$ cat src/rtl/pipelined_cla_adder.sv
// pipelined_cla_adder
//   Two-stage carry-lookahead adder/subtractor with valid/ready handshakes
//   on both sides.
//   Stage 1 forms the effective operand, per-bit generate/propagate and
//   per-group generate/propagate.
//   Stage 2 resolves every group carry by lookahead and registers the
//   result flags.
//
// Ports
//   clk        : rising-edge clock
//   rst        : asynchronous active-high reset
//   in_valid   : operand set presented
//   in_ready   : operand set accepted this cycle (combinational on out_ready)
//   a, b       : WIDTH-bit operands
//   cin        : carry-in, add mode only
//   sub        : 0 = add, 1 = subtract (a + ~b + 1)
//   out_valid  : result presented
//   out_ready  : downstream consumer takes the result
//   sum_output : {carry_out, sum}
//   overflow   : two's-complement signed overflow
//   zero       : sum[WIDTH-1:0] == 0
module pipelined_cla_adder #(
  parameter int WIDTH = 16,
  parameter int BLOCK = 4
) (
  input  logic             clk,
  input  logic             rst,
  input  logic             in_valid,
  output logic             in_ready,
  input  logic [WIDTH-1:0] a,
  input  logic [WIDTH-1:0] b,
  input  logic             cin,
  input  logic             sub,
  output logic             out_valid,
  input  logic             out_ready,
  output logic [WIDTH:0]   sum_output,
  output logic             overflow,
  output logic             zero
);

  localparam int NG = WIDTH / BLOCK;

  // Group generate/propagate from the bit-level terms of one group.
  // Returns {group_generate, group_propagate}.
  function automatic logic [1:0] group_gp(input logic [BLOCK-1:0] g_in,
                                          input logic [BLOCK-1:0] p_in);
    logic gg;
    logic gp;
    gg = 1'b0;
    gp = 1'b1;
    for (int i = 0; i < BLOCK; i++) begin
      gg = g_in[i] | (p_in[i] & gg);
      gp = gp & p_in[i];
    end
    return {gg, gp};
  endfunction

  // Handshake control
  logic s1_valid_r;
  logic s2_valid_r;
  logic s1_adv_s;
  logic s2_adv_s;

  // Stage 1 combinational terms
  logic [WIDTH-1:0] b_eff_s;
  logic [WIDTH-1:0] bit_g_s;
  logic [WIDTH-1:0] bit_p_s;
  logic [NG-1:0]    grp_g_s;
  logic [NG-1:0]    grp_p_s;
  logic             c0_s;

  // Stage 1 registers
  logic [WIDTH-1:0] g_r;
  logic [WIDTH-1:0] p_r;
  logic [NG-1:0]    gg_r;
  logic [NG-1:0]    gp_r;
  logic             c0_r;

  // Stage 2 combinational terms
  logic [NG:0]      grp_c_s;
  logic             term_s;
  logic             acc_s;
  logic             bit_c_s;
  logic [WIDTH-1:0] sum_s;
  logic             ovf_s;
  logic             zero_s;

  // Stage 2 registers
  logic [WIDTH:0]   sum_r;
  logic             ovf_r;
  logic             zero_r;

  // Advance conditions: a stage moves when it is empty or its successor moves.
  always_comb begin
    s2_adv_s = ~s2_valid_r | out_ready;
    s1_adv_s = ~s1_valid_r | s2_adv_s;
  end

  assign in_ready   = s1_adv_s;
  assign out_valid  = s2_valid_r;
  assign sum_output = sum_r;
  assign overflow   = ovf_r;
  assign zero       = zero_r;

  // Stage 1 combinational: effective operand, bit and group G/P.
  always_comb begin
    grp_g_s = {NG{1'b0}};
    grp_p_s = {NG{1'b0}};
    if (sub) begin
      b_eff_s = ~b;
      c0_s    = 1'b1;
    end else begin
      b_eff_s = b;
      c0_s    = cin;
    end
    bit_g_s = a & b_eff_s;
    bit_p_s = a | b_eff_s;
    for (int k = 0; k < NG; k++) begin
      {grp_g_s[k], grp_p_s[k]} = group_gp(bit_g_s[k*BLOCK +: BLOCK],
                                          bit_p_s[k*BLOCK +: BLOCK]);
    end
  end

  // Stage 1 registers; data captured only for a real transfer so idle
  // operand values never disturb the pipeline.
  always_ff @(posedge clk or posedge rst) begin
    if (rst) begin
      s1_valid_r <= 1'b0;
      g_r        <= {WIDTH{1'b0}};
      p_r        <= {WIDTH{1'b0}};
      gg_r       <= {NG{1'b0}};
      gp_r       <= {NG{1'b0}};
      c0_r       <= 1'b0;
    end else if (s1_adv_s) begin
      s1_valid_r <= in_valid;
      if (in_valid) begin
        g_r  <= bit_g_s;
        p_r  <= bit_p_s;
        gg_r <= grp_g_s;
        gp_r <= grp_p_s;
        c0_r <= c0_s;
      end
    end
  end

  // Stage 2 combinational: each group carry is a flat sum of products over
  // the group G/P and c0, so no carry ripples from one group to the next.
  // Inside a group the bit carries start from that group's lookahead carry.
  always_comb begin
    grp_c_s = {(NG+1){1'b0}};
    term_s  = 1'b0;
    acc_s   = 1'b0;
    bit_c_s = 1'b0;
    sum_s   = {WIDTH{1'b0}};
    for (int k = 0; k <= NG; k++) begin
      acc_s = c0_r;
      for (int m = 0; m < k; m++) begin
        acc_s = acc_s & gp_r[m];
      end
      for (int j = 0; j < k; j++) begin
        term_s = gg_r[j];
        for (int m = j + 1; m < k; m++) begin
          term_s = term_s & gp_r[m];
        end
        acc_s = acc_s | term_s;
      end
      grp_c_s[k] = acc_s;
    end
    for (int k = 0; k < NG; k++) begin
      bit_c_s = grp_c_s[k];
      for (int i = 0; i < BLOCK; i++) begin
        // p & ~g is the half-sum a ^ b'
        sum_s[k*BLOCK+i] = (p_r[k*BLOCK+i] & ~g_r[k*BLOCK+i]) ^ bit_c_s;
        bit_c_s          = g_r[k*BLOCK+i] | (p_r[k*BLOCK+i] & bit_c_s);
      end
    end
    // Operand signs are equal when both are 1 (g) or both are 0 (~p);
    // g then carries that common sign.
    ovf_s  = (g_r[WIDTH-1] | ~p_r[WIDTH-1]) & (sum_s[WIDTH-1] ^ g_r[WIDTH-1]);
    zero_s = ~(|sum_s);
  end

  // Stage 2 registers; result held while stalled downstream.
  always_ff @(posedge clk or posedge rst) begin
    if (rst) begin
      s2_valid_r <= 1'b0;
      sum_r      <= {(WIDTH+1){1'b0}};
      ovf_r      <= 1'b0;
      zero_r     <= 1'b0;
    end else if (s2_adv_s) begin
      s2_valid_r <= s1_valid_r;
      if (s1_valid_r) begin
        sum_r  <= {grp_c_s[NG], sum_s};
        ovf_r  <= ovf_s;
        zero_r <= zero_s;
      end
    end
  end

endmodule

$ cat config.mk
export PLATFORM = sky130hd
export DESIGN_NAME = pipelined_cla_adder
export DESIGN_NICKNAME = d
export VERILOG_FILES = /design/src/rtl/pipelined_cla_adder.sv
export SDC_FILE = /design/constraint.sdc
export NUM_CORES = 1
export LEC_CHECK = 0
export BUFFER_PORTS_ARGS = -buffer_cell sky130_fd_sc_hd__buf_2
export CORE_ASPECT_RATIO = 0.5
export CORE_MARGIN = 10
export CORE_UTILIZATION = 45
export DETAILED_ROUTE_END_ITERATION = 7
export MAX_ROUTING_LAYER = met4
export PLACE_DENSITY = 0.69
export SYNTH_ARGS = -nofsm -noshare
export SYNTH_HDL_FRONTEND = slang
export SYNTH_SLANG_ARGS = --single-unit
$ cat constraint.sdc
create_clock -name clk -period 1.9 [get_ports clk]
set_input_delay 0.38 -clock clk [delete_from_list [all_inputs] [get_ports clk]]
set_output_delay 0.38 -clock clk [all_outputs]
set_load 0.01 [all_outputs]
# [Word-level counts from Yosys, hierarchy flattened]
# Cells that the tools add are included.
[totals] regBits=62 latchBits=0 mem_bits_rw=0 rom_bits=0 in_bits=38 output_inout_bits=21 wordCells=155 n_memories=0
[op_classes] add_sub_neg=0 multipliers=0 div=0 magnitude_cmp=0 n_eq_ne=0 shifts=0 mux=2 n_bitwise=140 n_reduce_logical=3
[op_table] cell="AND 1 bit" n=63
[op_table] cell="bitwise OR 1 bit" n=37
[op_table] cell="inverter 1 bit" n=20
[op_table] cell="XOR 1 bit" n=17
[op_table] cell="AND 16 bit" n=1
[op_table] cell="two-way mux 16 bit" n=1
[op_table] cell="inverter 16 bit" n=1
[op_table] cell="bitwise OR 16 bit" n=1
[op_table] cell="OR reduction 16 bit" n=1
[op_table] cell="AND reduction 2 bit" n=2
[op_table] cell="two-way mux 1 bit" n=1

# [Depth between registers and ports, before layout]
[logic_depth] word_depth=15 mapped_depth=7 ltp_nobuf=6

# [Worst setup path before layout]
# OpenSTA, ideal clock, no wires.
[synth_path] kind="reg2reg" start="register c0_r" end="register zero_r (netlist: zero)" setup_ns=0.121 t_arrival_ns=1.703 t_required_ns=1.779 setup_slack_ns=0.076 path_stages_with_launch=8 n_path_buf=1 synth_period_minus_slack_ns=1.824 path_cell_list="dfrtp_1 -> buf_6 -> a211o_1 -> a21o_1 -> a2111o_1 -> and3_1 -> o21ai_1 -> o21ai_1"
[synth_between] elab_chain_cells=15 word_cells_on_any_way=51 classes_between="50 x bitwise; 1 x reduce/logical"
[synth_lines] element="start: declaration" line="77" source="logic c0_r;"
[synth_lines] element="start signal: assignment" line="141" source="c0_r <= c0_s;"
[synth_lines] element="AND 1 bit (3 in a row)" line="158" source="acc_s = acc_s & gp_r[m];"
[synth_lines] element="bitwise OR 1 bit (3 in a row)" line="165" source="acc_s = acc_s | term_s;"
[synth_lines] element="AND 1 bit" line="174" source="bit_c_s = g_r[k*BLOCK+i] | (p_r[k*BLOCK+i] & bit_c_s);"
[synth_lines] element="bitwise OR 1 bit" line="174"
[synth_lines] element="AND 1 bit" line="174"
[synth_lines] element="bitwise OR 1 bit" line="174"
[synth_lines] element="AND 1 bit" line="174"
[synth_lines] element="bitwise OR 1 bit" line="174"
[synth_lines] element="XOR 1 bit" line="173" source="sum_s[k*BLOCK+i] = (p_r[k*BLOCK+i] & ~g_r[k*BLOCK+i]) ^ bit_c_s;"
[synth_lines] element="OR reduction 16 bit *" line="180" source="zero_s = ~(|sum_s);"
[synth_lines] element="inverter 1 bit *" line="180"
[synth_lines] element="end signal: assignment" line="195" source="zero_r <= zero_s;"
[synth_lines] element="end: declaration" line="91" source="logic zero_r;"
# Every way passes the cells marked *; elsewhere a longest branch is shown, timed or not.
# A chain may end at the register's enable or synchronous reset.

# [Final worst setup path]
[layout_path] start="register gg_r[1]" end="register zero_r (netlist: zero)"
[layout_between] elab_chain_cells=12 word_cells_on_any_way=26 classes_between="25 x bitwise; 1 x reduce/logical"
[layout_lines] element="start: declaration" line="75" source="logic [NG-1:0] gg_r;"
[layout_lines] element="start signal: assignment" line="131" source="gg_r <= {NG{1'b0}};"
[layout_lines] element="start signal: assignment" line="139" source="gg_r <= grp_g_s;"
[layout_lines] element="AND 1 bit" line="163" source="term_s = term_s & gp_r[m];"
[layout_lines] element="bitwise OR 1 bit (2 in a row)" line="165"
[layout_lines] element="AND 1 bit" line="174"
[layout_lines] element="bitwise OR 1 bit" line="174"
[layout_lines] element="AND 1 bit" line="174"
[layout_lines] element="bitwise OR 1 bit" line="174"
[layout_lines] element="AND 1 bit" line="174"
[layout_lines] element="bitwise OR 1 bit" line="174"
[layout_lines] element="XOR 1 bit" line="173"
[layout_lines] element="OR reduction 16 bit *" line="180"
[layout_lines] element="inverter 1 bit *" line="180"
# Marks and branches as above.

==> metrics <==
FP Rows=22; asr flop ratio synth=100.0%; clock tree from TritonCTS=done; routed vias=3,264; Worst setup endpoint=zero; clock transition at the registers of the reported paths=50 ps; Die H=83.19 um; vias per inst=5.273; pin count of the biggest net entering global routing=46; Port Buffers=58; crit share post-route=96.43%; I/O pins=59; minimum clock period=1832 ps; H-tree levels=3; pwr dens=1061 mW/mm^2; Die X=146.4 um; Gate Count Post-Synth=440; Setup crit end kind=flip-flop; DRT antenna net count=0; clock insertion delay at the later pin of the skew report=320 ps; unrepaired setup endpoints after global routing=true; clk_skew=5.858 ps; die area=0.01218 mm^2; Worst Tran Pin Value=485.0 ps; Ys Warns=0; Unique masters post-synth=45; largest cells by area after synthesis=dfrtp_1 43%, nand2_1 11%, o21ai_0 6.3%; setup slack, reg-to-reg=70 ps; WP data required=2110 ps; critical path type=reg -> reg; Pleak=2.126 nW; synthesized flop and latch total=62; r2r startpoint=gg_r[1]; wirelength, routed=9.254 mm; Worst setup SP type=flip-flop; hold buffers post-CTS=0; most common cell in the netlist=nand2_1; worst-path maximum fanout=5; Syn Nets=478; CTS Sinks=62; Mapped Area=0.003593 mm^2; class of the worst hold path=in -> async; top post-synthesis cells by count=103 x nand2_1, 62 x dfrtp_1, 45 x o21ai_0; setup ws final=67.87 ps; Max Buffers Root-to-Sink=2; Max Slew Vio Count=0; CORE AREA=0.007542 mm^2; dominant synthesized flop cell=dfrtp_1; fillers=734; Synth top area share=43.18%; routed len/inst=14.95 um; Post-synth EDFFs=0; Syn Area/Cell=8.167 um^2; drt first pass iters=5; maxcap violations=0; DR iter-0 viols=360; crit path from=gg_r[1]; hold slack=55.72 ps; Slew headroom=67.33%; area delta synth->final=22.70%; nets=544; RD Place Congestion=0.8476; status=complete, no violations; fmax=545.8 MHz; final-report setup violation count=0; Seq/Total Area, Yosys=43.18%; reg-to-reg critical path endpoint=zero; Hold Vio Cnt, Final=0; HPWL Detailed=7.088 mm; CP arrival=2040 ps; initial antenna violation count=0; clk root buf=clkbuf_16; vias in the first global route=3,039; # DRC=0; post-synth top area cell=dfrtp_1; fraction of final layout cells sized beyond drive strength 1=18.98%; first-pass GRT wire length=15.67 mm; VDD IR max=0.4735 mV; Initial Utilization=47.64%; R2R depth=6; GRT Total Usage=16.04%; # diodes=0; Place WS=70.29 ps; GRT overflow=0; clock buffer count from CTS=9
## worst min path at each step
stage	endpoint
final	sum_output[1]
after global routing	sum_output[1]
after CTS	sum_output[6]
after detailed placement	sum_output[1]
after global placement	sum_output[1]
after floorplan	g_r[11]
## report_power, final
group | total, mW | switching [mW] | internal, mW
Sequential | 1.81 | 0.214 | 1.60
Clock | 1.54 | 0.540 | 1.00
Combinational | 1.32 | 0.754 | 0.569
Total | 4.68 | 1.51 | 3.17
## cells by family (layout without fill, tap and decap cells)
kind of cell	Yosys count	count (layout)	synth area share (%)
flip-flops	62	62	43.18
multiplexers	3	3	0.9053
AND/OR/NAND/NOR	175	175	22.01
buffers and inverters	40	111	4.492
AO/OA/AOI/OAI	129	129	21.87
XOR/XNOR	31	31	7.556
## critical path, stage by stage (launching register included)
cell and delay, ps:
dfrtp_2 440, a211o_1 320, a21o_1 190, a2111o_1 420
and3_4 180, o21ai_2 110, o21ai_1 70
## sequential cells by signal, summed over array words and instances (netlist names)
signal	cells
gp_r	4
c0_r	1
sum_output	17
out_valid	1
gg_r	4
p_r	16
overflow	1
g_r	16
s1_valid_r	1
zero	1
## stage by stage
step	setup TNS [ps]	instance area (um^2)	util, %	total power [mW]	std cells
2_1_floorplan	0	3597	-	2.596	440
3_3_place_gp	0	4099	54.35	3.095	602
3_5_place_dp	0	4099	54.35	3.131	602
4_1_cts	0	4382	58.10	4.696	618
5_1_grt	-46.98	4409	58.46	5.005	619
6_report	0	4409	58.46	4.679	619
## repair_timing
action | in CTS | in global routing
hold endpoints to repair | 0 | 0
buffers inserted | 0 | 1
gates resized for setup | 0 | 8
setup endpoints to repair | 0 | 3
## area by class of cell
cell class | count | area, um^2 | share of cell area, %
repair buffers | 73 | 452.9 | 10.27
clock buffers | 11 | 232.7 | 5.278
clock inverters | 5 | 50.05 | 1.135
multi-input cells | 338 | 1899 | 43.08
flip-flops and latches | 62 | 1553 | 35.22
inverters | 22 | 86.33 | 1.958
well taps | 108 | 135.1 | 3.065
## layer usage
| layer | global-route usage [%] | vias to the layer above | wire (um) |
|---|---|---|---|
| met4 | 4.843 | 0 | 106 |
| met2 | 17.35 | 109 | 3246 |
| met1 | 26.44 | 1473 | 5334 |
| li1 | - | 1674 | - |
| met3 | 3.680 | 8 | 567 |
| met5 | - | - | 0 |
## placed cells by master (no fill, tap or decap), drive strengths merged, types with 4 or more instances in the layout
master / count
nor2: 11
a21o: 5
nand2: 103
nand3: 16
buf: 73
xor2: 21
dfrtp: 62
a221oi: 6
nand2b: 12
nor2b: 9
a31oi: 6
o21ai: 47
inv: 21
o22ai: 13
a21oi: 28
clkinv: 4
nor3: 7
xnor2: 10
clkbuf: 11
Note: power is estimated with default switching activity, not from simulation.
